### src/rtl/memory_access_stage.sv
// memory_access_stage
//
// Memory stage that sits right after execute. It accepts one instruction at a
// time. A pass-through instruction finishes in one cycle. A load or store makes
// exactly one data-cache transaction: a valid/ready request, then a response.
// The result goes to writeback with a one-cycle mem_done pulse. Loads return
// extracted, sign- or zero-extended data. Stores return zero and never write
// a register.
//
// Optional feature: define MEM_MISALIGN_TRAP_EN to trap misaligned accesses.
// A trapped access issues no cache request and completes immediately with
// mem_fault set. Without the macro the mem_fault port does not exist. A
// misaligned access then proceeds with its byte lanes clipped at the
// doubleword boundary.
//
// Ports
//   clk, reset             clock, synchronous active-high reset
//   mem_enable             start strobe, only looked at while idle
//   alu_result             effective address (load/store) or pass-through value
//   store_data             store source operand
//   is_load, is_store      access type (both high behaves as a load)
//   funct3                 size/sign: B, H, W, D, BU, HU, WU
//   rd_in, reg_write_in    writeback tags carried alongside the access
//   dcache_req_*           request channel (doubleword-aligned address + strobes)
//   dcache_resp_*          response channel (read data or write acknowledge)
//   mem_data_out, rd_out,
//   reg_write_out          registered writeback payload, held between completions
//   mem_done               one-cycle completion pulse
//   mem_busy               high whenever the stage is not idle
//   mem_fault              misalignment trap flag (MEM_MISALIGN_TRAP_EN only)

module memory_access_stage #(
  parameter int XLEN = 64
) (
  input  logic            clk,
  input  logic            reset,
  input  logic            mem_enable,
  input  logic [XLEN-1:0] alu_result,
  input  logic [XLEN-1:0] store_data,
  input  logic            is_load,
  input  logic            is_store,
  input  logic [2:0]      funct3,
  input  logic [4:0]      rd_in,
  input  logic            reg_write_in,
  output logic            dcache_req_valid,
  input  logic            dcache_req_ready,
  output logic [XLEN-1:0] dcache_req_addr,
  output logic            dcache_req_write,
  output logic [XLEN-1:0] dcache_req_wdata,
  output logic [7:0]      dcache_req_wstrb,
  input  logic            dcache_resp_valid,
  input  logic [XLEN-1:0] dcache_resp_rdata,
  output logic [XLEN-1:0] mem_data_out,
  output logic [4:0]      rd_out,
  output logic            reg_write_out,
  output logic            mem_done,
  output logic            mem_busy
`ifdef MEM_MISALIGN_TRAP_EN
  ,
  output logic            mem_fault
`endif
);

  typedef enum logic [1:0] {
    IDLE,
    REQ,
    WAIT,
    DONE
  } state_t;

  state_t state, next_state;

  logic [XLEN-1:0] lat_addr;
  logic [XLEN-1:0] lat_store_data;
  logic            lat_store;
  logic [2:0]      lat_funct3;
  logic [4:0]      lat_rd;
  logic            lat_reg_write;

  logic [2:0]      off;
  logic [XLEN-1:0] shifted_wdata;
  logic [7:0]      shifted_wstrb;
  logic [XLEN-1:0] load_raw;
  logic [XLEN-1:0] load_value;
  logic            start_access;

  // Strobe pattern for an access of the given size, before lane shifting.
  function automatic logic [7:0] size_mask(input logic [1:0] size);
    case (size)
      2'b00:   size_mask = 8'h01;
      2'b01:   size_mask = 8'h03;
      2'b10:   size_mask = 8'h0F;
      default: size_mask = 8'hFF;
    endcase
  endfunction

`ifdef MEM_MISALIGN_TRAP_EN
  // An access is misaligned when its address is not a multiple of its size.
  function automatic logic is_misaligned(input logic [2:0] a, input logic [1:0] size);
    case (size)
      2'b00:   is_misaligned = 1'b0;
      2'b01:   is_misaligned = a[0];
      2'b10:   is_misaligned = |a[1:0];
      default: is_misaligned = |a;
    endcase
  endfunction

  logic trap_now;
  assign trap_now = is_misaligned(alu_result[2:0], funct3[1:0]);
`endif

  assign start_access = is_load | is_store;

  // Lane steering works on the latched address. Shifts are done at the
  // doubleword width, so lanes that would fall past byte 7 are dropped.
  assign off           = lat_addr[2:0];
  assign shifted_wdata = lat_store_data << {off, 3'b000};
  assign shifted_wstrb = size_mask(lat_funct3[1:0]) << off;
  assign load_raw      = dcache_resp_rdata >> {off, 3'b000};

  // Truncate to the access size, then sign- or zero-extend. A doubleword load,
  // and the unused encoding 111, pass the whole shifted word.
  always_comb begin
    load_value = load_raw;
    case (lat_funct3)
      3'b000:  load_value = {{56{load_raw[7]}},  load_raw[7:0]};
      3'b001:  load_value = {{48{load_raw[15]}}, load_raw[15:0]};
      3'b010:  load_value = {{32{load_raw[31]}}, load_raw[31:0]};
      3'b100:  load_value = {56'd0, load_raw[7:0]};
      3'b101:  load_value = {48'd0, load_raw[15:0]};
      3'b110:  load_value = {32'd0, load_raw[31:0]};
      default: load_value = load_raw;
    endcase
  end

  // The request fields are driven only in REQ. They come from latched state,
  // so they cannot change while valid waits for ready.
  assign dcache_req_valid = (state == REQ);
  assign dcache_req_addr  = (state == REQ) ? {lat_addr[XLEN-1:3], 3'b000} : '0;
  assign dcache_req_write = (state == REQ) & lat_store;
  assign dcache_req_wdata = (state == REQ) ? shifted_wdata : '0;
  assign dcache_req_wstrb = (state == REQ) ? shifted_wstrb : 8'h00;
  assign mem_done         = (state == DONE);
  assign mem_busy         = (state != IDLE);

  // State register.
  always_ff @(posedge clk) begin
    if (reset) begin
      state <= IDLE;
    end else begin
      state <= next_state;
    end
  end

  // Next-state logic. A pass-through, or a trapped misaligned access, skips
  // the cache entirely. A response only matters while in WAIT.
  always_comb begin
    next_state = state;
    case (state)
      IDLE: begin
        if (mem_enable) begin
          if (start_access) begin
`ifdef MEM_MISALIGN_TRAP_EN
            next_state = trap_now ? DONE : REQ;
`else
            next_state = REQ;
`endif
          end else begin
            next_state = DONE;
          end
        end
      end
      REQ:     if (dcache_req_ready) next_state = WAIT;
      WAIT:    if (dcache_resp_valid) next_state = DONE;
      DONE:    next_state = IDLE;
      default: next_state = IDLE;
    endcase
  end

  // Access latch and writeback registers. The writeback outputs change only
  // on the edge that enters DONE, so they hold steady between completions.
  always_ff @(posedge clk) begin
    if (reset) begin
      lat_addr       <= '0;
      lat_store_data <= '0;
      lat_store      <= 1'b0;
      lat_funct3     <= 3'b000;
      lat_rd         <= 5'd0;
      lat_reg_write  <= 1'b0;
      mem_data_out   <= '0;
      rd_out         <= 5'd0;
      reg_write_out  <= 1'b0;
`ifdef MEM_MISALIGN_TRAP_EN
      mem_fault      <= 1'b0;
`endif
    end else begin
`ifdef MEM_MISALIGN_TRAP_EN
      mem_fault <= 1'b0;
`endif
      case (state)
        IDLE: begin
          if (mem_enable) begin
            lat_addr       <= alu_result;
            lat_store_data <= store_data;
            lat_store      <= is_store & ~is_load;
            lat_funct3     <= funct3;
            lat_rd         <= rd_in;
            lat_reg_write  <= reg_write_in;
            if (!start_access) begin
              mem_data_out  <= alu_result;
              rd_out        <= rd_in;
              reg_write_out <= reg_write_in;
            end
`ifdef MEM_MISALIGN_TRAP_EN
            else if (trap_now) begin
              mem_fault     <= 1'b1;
              mem_data_out  <= '0;
              rd_out        <= rd_in;
              reg_write_out <= 1'b0;
            end
`endif
          end
        end
        WAIT: begin
          if (dcache_resp_valid) begin
            rd_out <= lat_rd;
            if (lat_store) begin
              mem_data_out  <= '0;
              reg_write_out <= 1'b0;
            end else begin
              mem_data_out  <= load_value;
              reg_write_out <= lat_reg_write;
            end
          end
        end
        default: ;
      endcase
    end
  end

endmodule

### config.mk
export PLATFORM = sky130hd
export DESIGN_NAME = memory_access_stage
export DESIGN_NICKNAME = d
export VERILOG_FILES = /design/src/rtl/memory_access_stage.sv
export SDC_FILE = /design/constraint.sdc
export NUM_CORES = 1
export LEC_CHECK = 0
export ABC_AREA = 1
export CORE_MARGIN = 10
export CORE_UTILIZATION = 41
export DETAILED_ROUTE_END_ITERATION = 8
export GPL_ROUTABILITY_DRIVEN = 0
export PLACE_DENSITY = 0.73
export SLEW_MARGIN = 20
export SYNTH_ARGS = -nofsm -noshare
export SYNTH_HDL_FRONTEND = slang
export SYNTH_SLANG_ARGS = --single-unit
### constraint.sdc
create_clock -name clk -period 2.4 [get_ports clk]
set_input_delay 0.24 -clock clk [delete_from_list [all_inputs] [get_ports clk]]
set_output_delay 0.24 -clock clk [all_outputs]
set_load 0.03 [all_outputs]
After elaboration in Yosys (flattened, before gate mapping):

Cells that the tools add are included.

* flip-flop bits (word level): 210
* latch bits: 0
* memory bits (writable): 0
* bits in read-only memories: 0
* bits of input ports: 208
* word-level logic and storage cells: 63
* memories: 0

* add/sub/neg operators: 0
* $mul: 0
* divide/modulo/power cells: 0
* magnitude comparators: 0
* equality and inequality tests: 14
* shift-type cells: 3
* multiplexer cells: 24
* bitwise logic cells: 4
* reductions and logical operators: 8

Operators with widths (number)
* 2-to-1 mux 64 bit: 6
* case mux 64 bit (6 select lines): 1
* case mux 64 bit (2 select lines): 1
* left shift 64 x 6 -> 64 bit: 1
* right shift 64 x 6 -> 64 bit: 1
* case mux 8 bit (3 select lines): 1
* 2-to-1 mux 5 bit: 3
* case mux 5 bit (2 select lines): 1
* equality test 3 bit (second input constant): 3
* 2-to-1 mux 2 bit: 4
* 2-to-1 mux 8 bit: 1
* case mux 2 bit (4 select lines): 1
* left shift 8 x 3 -> 8 bit: 1
* equality test 2 bit (second input constant): 3
* != test 2 bit (second input constant): 3
* equality test 2 x 1 -> 1 bit (second input constant): 2
* logical NOT 2 bit: 2
* 2-to-1 mux 1 bit: 4
* AND reduction 4 bit: 1
* nonzero test 2 bit: 2
* equality test 3 x 1 -> 1 bit (second input constant): 1
* equality test 3 x 2 -> 1 bit (second input constant): 1
* logical NOT 3 bit: 1
* AND reduction 3 bit: 1
* 6 further kinds: 7

Longest topological paths before layout:

Gate-level depths: netlist (run 1).

* depth after elaboration: 5
* depth in mapped cells: 13
* gate-level depth less buffers: 11

Worst setup path after synthesis (run 1):

Ideal clock, no wire load.

* path type: register -> output
* from: register state[1]
* to: output port dcache_req_wdata[0]
* arrival: 2.513 ns
* slack: -0.353 ns
* cell stages (with the launch flop): 10
* buffers on the path: 1
* cells stage by stage: dfxtp_1 inv_1 ha_1 buf_2 inv_1 nor2_1 inv_1 nor2_1 inv_1 nor2_1

* longest elaborated chain between the ends: 2

Ends and longest elaborated chain
* from (decl): line 71 `state_t state, next_state;`
* from (signal assigned): line 151 `state <= next_state;`
* equality test 2 x 1 -> 1 bit
* via dcache_req_valid: line 45 `output logic dcache_req_valid,`
* 2-to-1 mux 64 bit: line 141 `assign dcache_req_wdata = (state == REQ) ? shifted_wdata : '0;`
* to (decl): line 49 `output logic [XLEN-1:0] dcache_req_wdata,`

The timed path passes the listed nets, and every way through them passes these cells.

Worst setup path after layout (run 1):

* from: register state[1]
* to: output port dcache_req_wdata[45]

* longest elaborated chain between the ends: 2

Ends and longest elaborated chain (line)
* equality test 2 x 1 -> 1 bit: 141
* 2-to-1 mux 64 bit: 141

Every way passes these cells.

==> impl_metrics.env, run 1 <==
export IMPL_synth_top_area_share_pct=34.4
export IMPL_final_design_area_no_fill_um2=18100
export IMPL_layout_setup_ws_ns=0.0195
export IMPL_flow_area_growth_from_synthesis_pct=48.4
export IMPL_worst_slew_margin_rel_pct=35.6
export IMPL_synth_cells_most_frequent="sky130_fd_sc_hd__nand2_1 (417), sky130_fd_sc_hd__o21ai_0 (323), sky130_fd_sc_hd__nor2_1 (296)"
export IMPL_detailed_place_area_um2=16900
export IMPL_critical_path_n_buffers_inverters=4
export IMPL_cts_clk_slew_worst_paths_ns=0.06
export IMPL_fmaxAchievable_mhz=420
export IMPL_period_needed_ns=2.38
export IMPL_timing_final_setup_violations=0
export IMPL_hold_violations=0
export IMPL_grt_setup_unrepaired="yes"
export IMPL_initial_core_util_pct=41.3
export IMPL_clock_skew_ns=0.0233
export IMPL_route_vias_total=14800
export IMPL_cts_tree="built"
export IMPL_setup_reg_to_reg_worst_slack_ns=0.13
export IMPL_detail_route_drc_violations=0
export IMPL_cts_made_buffers=25
export IMPL_worstSetupEndpointType="output port"
export IMPL_slew_violations=0
export IMPL_die_area_um2=37100
export IMPL_number_of_nets_with_antenna_violations_after_detailed_routing=0
export IMPL_detail_route_vias_per_cell=5.50
export IMPL_crit_path_cell_trace="inv_4, ha_4, buf_12, nand2_1, buf_12, o21ai_0, buf_4"
export IMPL_setup_tns_ns=0
export IMPL_grt_max_degree=106
export IMPL_placement_setup_worst_slack_ns=0.132
export IMPL_path_common_cell="sky130_fd_sc_hd__buf_12"
export IMPL_p_leak_nw=7.85
export IMPL_die_y_extent_um=193
export IMPL_die_width_um=193
export IMPL_antenna_violations_before_repair=12
export IMPL_post_route_cells_drive_above_1_share_pct=11.1
export IMPL_fin_crit_sh_pct=99.2
export IMPL_half_perimeter_wire_length_after_placement_um=41900
export IMPL_clkLatencyLatePin_ns=0.54
export IMPL_core_region_area_um2=29600
export IMPL_worst_slew_pin_slew_ns=0.965
export IMPL_clock_path_buffers=3
export IMPL_final_nets=2492
export IMPL_worst_hold_path_type="input port to flip-flop"
export IMPL_post_synth_top_area_cell="sky130_fd_sc_hd__dfxtp_1"
export IMPL_synth_area_per_cell_um2=6.27
export IMPL_critical_path_max_fanout=25
export IMPL_critical_path_reg2reg_startpoint="lat_addr[0]"
export IMPL_post_synth_top_count_cell="sky130_fd_sc_hd__nand2_1"
export IMPL_holdPathEnd="reg_write_out"
export IMPL_top_post_synthesis_cells_by_area="sky130_fd_sc_hd__dfxtp_1 (34%), sky130_fd_sc_hd__o21ai_0 (13%), sky130_fd_sc_hd__nand2_1 (13%)"
export IMPL_netlist_instances=1949
export IMPL_p_per_area_nw_per_um2=1170
export IMPL_yosysUniqueCellTypes=43
export IMPL_worstReg2RegEnd="mem_data_out[16]"
export IMPL_routedWlPerCell_um=20.7
export IMPL_critical_path_arrival_ns=2.14
export IMPL_synth_area_um2=12200
export IMPL_numClockSinks=210
export IMPL_ys_dominant_reg_cell="sky130_fd_sc_hd__dfxtp_1"
export IMPL_detailedRoute_firstPassIterationCount=6
export IMPL_hold_ws_ns=0.313
export IMPL_std_cell_rows=63
export IMPL_groute_usage_overall_pct=27.7
export IMPL_crit_required_ns=2.16
export IMPL_grt_overflow=0
export IMPL_synth_sequential_area_ratio_pct=34.4
export IMPL_ys_seq_elements=210
export IMPL_startpoint_to_endpoint_class_of_the_critical_path="flip-flop to output port"
export IMPL_crit_slowest_cell="sky130_fd_sc_hd__dfxtp_4"
export IMPL_detail_route_wirelength_um=55800
export IMPL_io_buffers=414
export IMPL_grt_pass1_vias=14000
export IMPL_critical_path_max_stage_delay_ns=0.36
export IMPL_clockRootBuffer="sky130_fd_sc_hd__clkbuf_16"
export IMPL_vdd_ir_drop_max_uv=608
export IMPL_cpLargestDelayFamily="buffers and inverters"
export IMPL_nFillCells=2724
export IMPL_whs_path_depth=3
export IMPL_ios=418
export IMPL_synth_edf_count=0
export IMPL_timing_critical_path_from_type="flip-flop"
export IMPL_hp_start="reg_write_in"
export IMPL_ys_warnings_count=0
export IMPL_rr_worst_depth=12
export IMPL_status="finished clean"
export IMPL_htreeDepth=1
export IMPL_synth_async_sr_flop_share_pct=0
export IMPL_maxCapViolCount=0
export IMPL_grt_first_pass_wirelength_um=81000
export IMPL_first_iter_violations=1624
==> worst max-delay path by stage <==
stage / from / end / slack, ns / cells after the start
final: state[1] / dcache_req_wdata[45] / 0.02 / 7
after global routing: state[1] / dcache_req_wdata[1] / -0.06 / 10
after CTS: state[1] / dcache_req_wdata[0] / -0.009 / 10
after detailed placement: dcache_resp_rdata[63] / mem_data_out[43] / 0.13 / 9
after global placement: dcache_resp_rdata[63] / mem_data_out[44] / 0.20 / 9
after floorplan: state[1] / dcache_req_wdata[0] / 0.07 / 9
==> what timing repair did <==
| action | 4_1_cts | 5_1_grt |
|---|---|---|
| hold buffers | 0 | 0 |
| resized for setup | 115 | 77 |
| buffers inserted | 6 | 5 |
| endpoints found under the setup margin | 122 | 61 |
| cloned | 1 | 3 |
| pin swaps | 3 | 3 |
==> cell families after synthesis <==
logic type	count (synthesis)	synth area share, %
simple gates	830	27.4
compound gates	602	25.9
buf+inv	283	10.3
flops	210	34.4
mux	18	1.48
fa+ha+maj	5	0.512
other cells	1	0.0307
==> metrics by stage <==
| stage | util, % | cells | power, mW |
|---|---|---|---|
| after floorplan | - | 1951 | 12.5 |
| after global placement | 57.1 | 2627 | 16.7 |
| after detailed placement | 57.1 | 2627 | 16.9 |
| after CTS | 60.6 | 2675 | 20.9 |
| after global routing | 61.3 | 2689 | 22.5 |
| final | 61.4 | 2694 | 21.3 |
==> cell usage in the layout (no fill, tap or decap), drive strengths merged <==
| master | n |
|---|---|
| nand4 | 3 |
| o21a | 8 |
| bufinv | 1 |
| o22ai | 9 |
| a21oi | 209 |
| inv | 114 |
| mux2 | 1 |
| nor2 | 300 |
| o311ai | 4 |
| conb | 3 |
| a21o | 1 |
| or2 | 3 |
| clkbuf | 42 |
| bufbuf | 1 |
| o31ai | 3 |
| diode | 11 |
| clkinvlp | 3 |
| nand2 | 422 |
| clkdlybuf4s50 | 292 |
| dlymetal6s2s | 6 |
| a31oi | 6 |
| a211oi | 1 |
| mux2i | 17 |
| o2111ai | 1 |
| dlygate4sd2 | 13 |
| a22oi | 8 |
| clkinv | 6 |
| clkdlybuf4s15 | 24 |
| nand3 | 100 |
| o21ai | 334 |
| nor3 | 2 |
| buf | 122 |
| dfxtp | 210 |
| nand3b | 1 |
| ha | 5 |
| o211ai | 18 |
==> routing by layer <==
| metal | GRT usage, % | share of wire [%] | up-vias |
|---|---|---|---|
| li1 | - | - | 7092 |
| met2 | 48.5 | 48 | 788 |
| met3 | 8.04 | 11 | 142 |
| met5 | 0 | 0.13 | - |
| met4 | 11.1 | 4.1 | 12 |
| met1 | 31.0 | 36 | 6787 |
==> state kept, by name, summed over array words and instances, names as in the netlist <==
signal          flops
lat_reg_write       1
mem_data_out       64
lat_store           1
reg_write_out       1
lat_store_data     64
lat_funct3          3
state               2
lat_addr           64
rd_out              5
lat_rd              5
==> power breakdown <==
group | switching, mW | leakage [nW] | internal, mW
combinational | 7.96 | 5.74 | 4.43
sequential | 0.689 | 1.73 | 4.53
clock | 1.56 | 0.380 | 2.13
total | 10.2 | 7.85 | 11.1
==> area by class of cell <==
class / instances / area [µm²] / share of cell area, %
multi-input combinational: 1459 / 7050 / 38.8
timing repair buffer: 467 / 5120 / 28.2
sequential: 210 / 4220 / 23.3
clock buffer: 33 / 696 / 3.84
tap: 390 / 488 / 2.69
inverter: 116 / 470 / 2.59
clock inverter: 8 / 71.3 / 0.393
antenna: 11 / 27.5 / 0.152
==> tightest hold or removal path, cell delays in order <==
cell and delay, ns:
sky130_fd_sc_hd__clkdlybuf4s50_1 0.42, sky130_fd_sc_hd__nand2_1 0.07, sky130_fd_sc_hd__a31oi_1 0.07
Power figures use the tool's default switching activity.
==> inputs of run 2 (changes only) <==
--- a/config.mk
+++ b/config.mk
@@ -7,6 +7,8 @@
 export LEC_CHECK = 0
 export ABC_AREA = 1
+export CORE_ASPECT_RATIO = 1.75
 export CORE_MARGIN = 10
 export CORE_UTILIZATION = 41
+export CTS_BUF_LIST = sky130_fd_sc_hd__clkbuf_8 sky130_fd_sc_hd__clkbuf_16
 export DETAILED_ROUTE_END_ITERATION = 8
 export GPL_ROUTABILITY_DRIVEN = 0
==> constraint.sdc (replaced) <==
create_clock -name clk -period 2.4 [get_ports clk]
set_input_delay 0.24 -clock clk [delete_from_list [all_inputs] [get_ports clk]]
set_output_delay 0.24 -clock clk [all_outputs]
set_load 0.005 [all_outputs]
==> run 2 against run 1 <==
Net effect: clock power down 8.1%; sequential power barely moved; first-iteration DRC count shrank 29%; worst setup slack improved by 0.0048 ns; sequential cell count is the same; worst hold slack gained 0.0081 ns; design area down 2.0%; combinational power down 14%; register-to-register slack worse by 0.05 ns; routed wire length rose by 5.0%; non-clock buffer count increased by 31; count of clock-buffer cells in the layout decreased by 6; critical path type unchanged; largest power group unchanged.
==> impl_metrics.env, run 2 (synthesized netlist as in run 1, its figures left out) <==
export IMPL_status="finished clean"
export IMPL_htreeDepth=1
export IMPL_totalPowerFinal_mw=19.3
export IMPL_grt_setup_unrepaired="yes"
export IMPL_worstSetupEndpointType="output port"
export IMPL_clock_skew_ns=0.0221
export IMPL_layout_common_cells="sky130_fd_sc_hd__nand2_1 (415), sky130_fd_sc_hd__clkdlybuf4s50_1 (341), sky130_fd_sc_hd__o21ai_0 (294)"
export IMPL_post_cts_hold_buffer_count=0
export IMPL_p_leak_nw=7.81
export IMPL_final_common_cell="sky130_fd_sc_hd__nand2_1"
export IMPL_grt_first_pass_wirelength_um=85600
export IMPL_antenna_violations_before_repair=15
export IMPL_maxCapViolCount=0
export IMPL_setup_tns_ns=0
export IMPL_worst_hold_path_type="input port to flip-flop"
export IMPL_detailed_place_area_um2=16700
export IMPL_io_buffers=414
export IMPL_final_instance_count_excl_fill=2713
export IMPL_groute_usage_overall_pct=29.6
export IMPL_fmaxAchievable_mhz=421
export IMPL_final_nets=2518
export IMPL_critical_path_arrival_ns=2.14
export IMPL_reg_top3="lat_addr: 64 flops, lat_store_data: 64 flops, mem_data_out: 64 flops"
export IMPL_first_iter_violations=1153
export IMPL_crit_required_ns=2.16
export IMPL_clockRootBuffer="sky130_fd_sc_hd__clkbuf_16"
export IMPL_detailedRoute_firstPassIterationCount=6
export IMPL_flow_area_growth_from_synthesis_pct=45.5
export IMPL_numClockSinks=210
export IMPL_die_width_um=151
export IMPL_post_route_cells_drive_above_1_share_pct=9.14
export IMPL_numPlacedInstances=2646
export IMPL_worst_slew_pin_slew_ns=0.545
export IMPL_slew_violations=0
export IMPL_route_vias_total=15000
export IMPL_worst_slew_margin_rel_pct=63.3
export IMPL_std_cell_rows=83
export IMPL_detail_route_vias_per_cell=5.54
export IMPL_clock_path_buffers=3
export IMPL_detail_route_wirelength_um=58500
export IMPL_period_needed_ns=2.38
export IMPL_detail_route_drc_violations=0
export IMPL_cts_clk_slew_worst_paths_ns=0.07
export IMPL_cts_made_buffers=21
export IMPL_grt_pass1_vias=14600
export IMPL_startpoint_to_endpoint_class_of_the_critical_path="flip-flop to output port"
export IMPL_ios=418
export IMPL_p_per_area_nw_per_um2=1090
export IMPL_cts_tree="built"
export IMPL_clkLatencyLatePin_ns=0.53
export IMPL_die_area_um2=37400
export IMPL_half_perimeter_wire_length_after_placement_um=44000
export IMPL_core_region_area_um2=29400
export IMPL_hold_violations=0
export IMPL_fin_crit_sh_pct=99.0
export IMPL_initial_core_util_pct=41.6
export IMPL_final_design_area_no_fill_um2=17800
export IMPL_routedWlPerCell_um=21.6
export IMPL_grt_max_degree=86
export IMPL_critical_path_max_fanout=5
export IMPL_number_of_nets_with_antenna_violations_after_detailed_routing=0
export IMPL_vdd_ir_drop_max_uv=689
export IMPL_die_y_extent_um=248
export IMPL_timing_critical_path_from_type="flip-flop"
export IMPL_grt_overflow=0
export IMPL_nFillCells=2762
export IMPL_timing_final_setup_violations=0
run 2: changes by cell type in the layout (fill, tap and decap cells not counted), sizes merged:
cell	previous run	this run
clkdlybuf4s50	292	341
buf	122	85
dlygate4sd2	13	23
clkbuf	42	50
inv	114	122
clkdlybuf4s15	24	19
clkinv	6	3
clkinvlp	3	0
bufbuf	1	2
diode	11	12
dlymetal6s2s	6	5
nand4	3	2
run 2: routing by layer:
layer | track usage, % | wire length, µm | vias to the layer above
li1 | - | - | 7146
met1 | 29.6 | 19100 | 6839
met2 | 51.3 | 29000 | 835
met3 | 8.39 | 6160 | 209
met4 | 21.9 | 4230 | 8
met5 | 0 | 55 | -
run 2: path summary, 6_finish.rpt:
check / from / to / slack (ns) / cells past startpoint
hold / removal: rd_in[1] / rd_out[1] / 0.32 / 3
hold reg to reg: lat_rd[1] / rd_out[1] / 0.47 / 2
setup reg to reg: lat_addr[0] / mem_data_out[10] / 0.08 / 11
setup / recovery: state[1] / dcache_req_wdata[51] / 0.02 / 9
run 2: worst max-delay path, stage by stage (launching register included):
cell	delay (ns)
sky130_fd_sc_hd__dfxtp_2	0.34
sky130_fd_sc_hd__inv_2	0.08
sky130_fd_sc_hd__ha_4	0.19
sky130_fd_sc_hd__inv_4	0.07
sky130_fd_sc_hd__nor2_4	0.25
sky130_fd_sc_hd__buf_8	0.17
sky130_fd_sc_hd__buf_4	0.14
sky130_fd_sc_hd__nand3_1	0.11
sky130_fd_sc_hd__o21ai_2	0.11
sky130_fd_sc_hd__clkbuf_2	0.15
run 2: what timing repair did:
item	in CTS	in global routing
setup buffers	13	1
pin swaps	3	2
resized for setup	147	96
cloned	3	1
endpoints found under the setup margin	133	84
run 2: cell type report:
| cell class | instances | area [µm²] | area share, % |
|---|---|---|---|
| antenna | 12 | 30.0 | 0.169 |
| tap | 382 | 478 | 2.69 |
| multi-input combinational | 1458 | 6950 | 39.1 |
| inverter | 116 | 460 | 2.59 |
| clock inverter | 10 | 83.8 | 0.471 |
| timing repair buffer | 498 | 4960 | 27.9 |
| sequential | 210 | 4210 | 23.7 |
| clock buffer | 27 | 608 | 3.42 |
run 2: stage by stage:
step | utilization, % | hold slack, ns | setup slack (ns)
after floorplan | - | 0.309 | 0.505
after global placement | 56.9 | 0.456 | 0.123
after detailed placement | 56.9 | 0.464 | 0.0920
after CTS | 60.3 | 0.303 | -0.135
after global routing | 60.5 | 0.329 | -0.0259
final | 60.5 | 0.321 | 0.0243
run 2: power breakdown:
group	switching [mW]	internal [mW]
clock	1.49	1.90
sequential	0.682	4.52
combinational	6.52	4.22
total	8.70	10.6
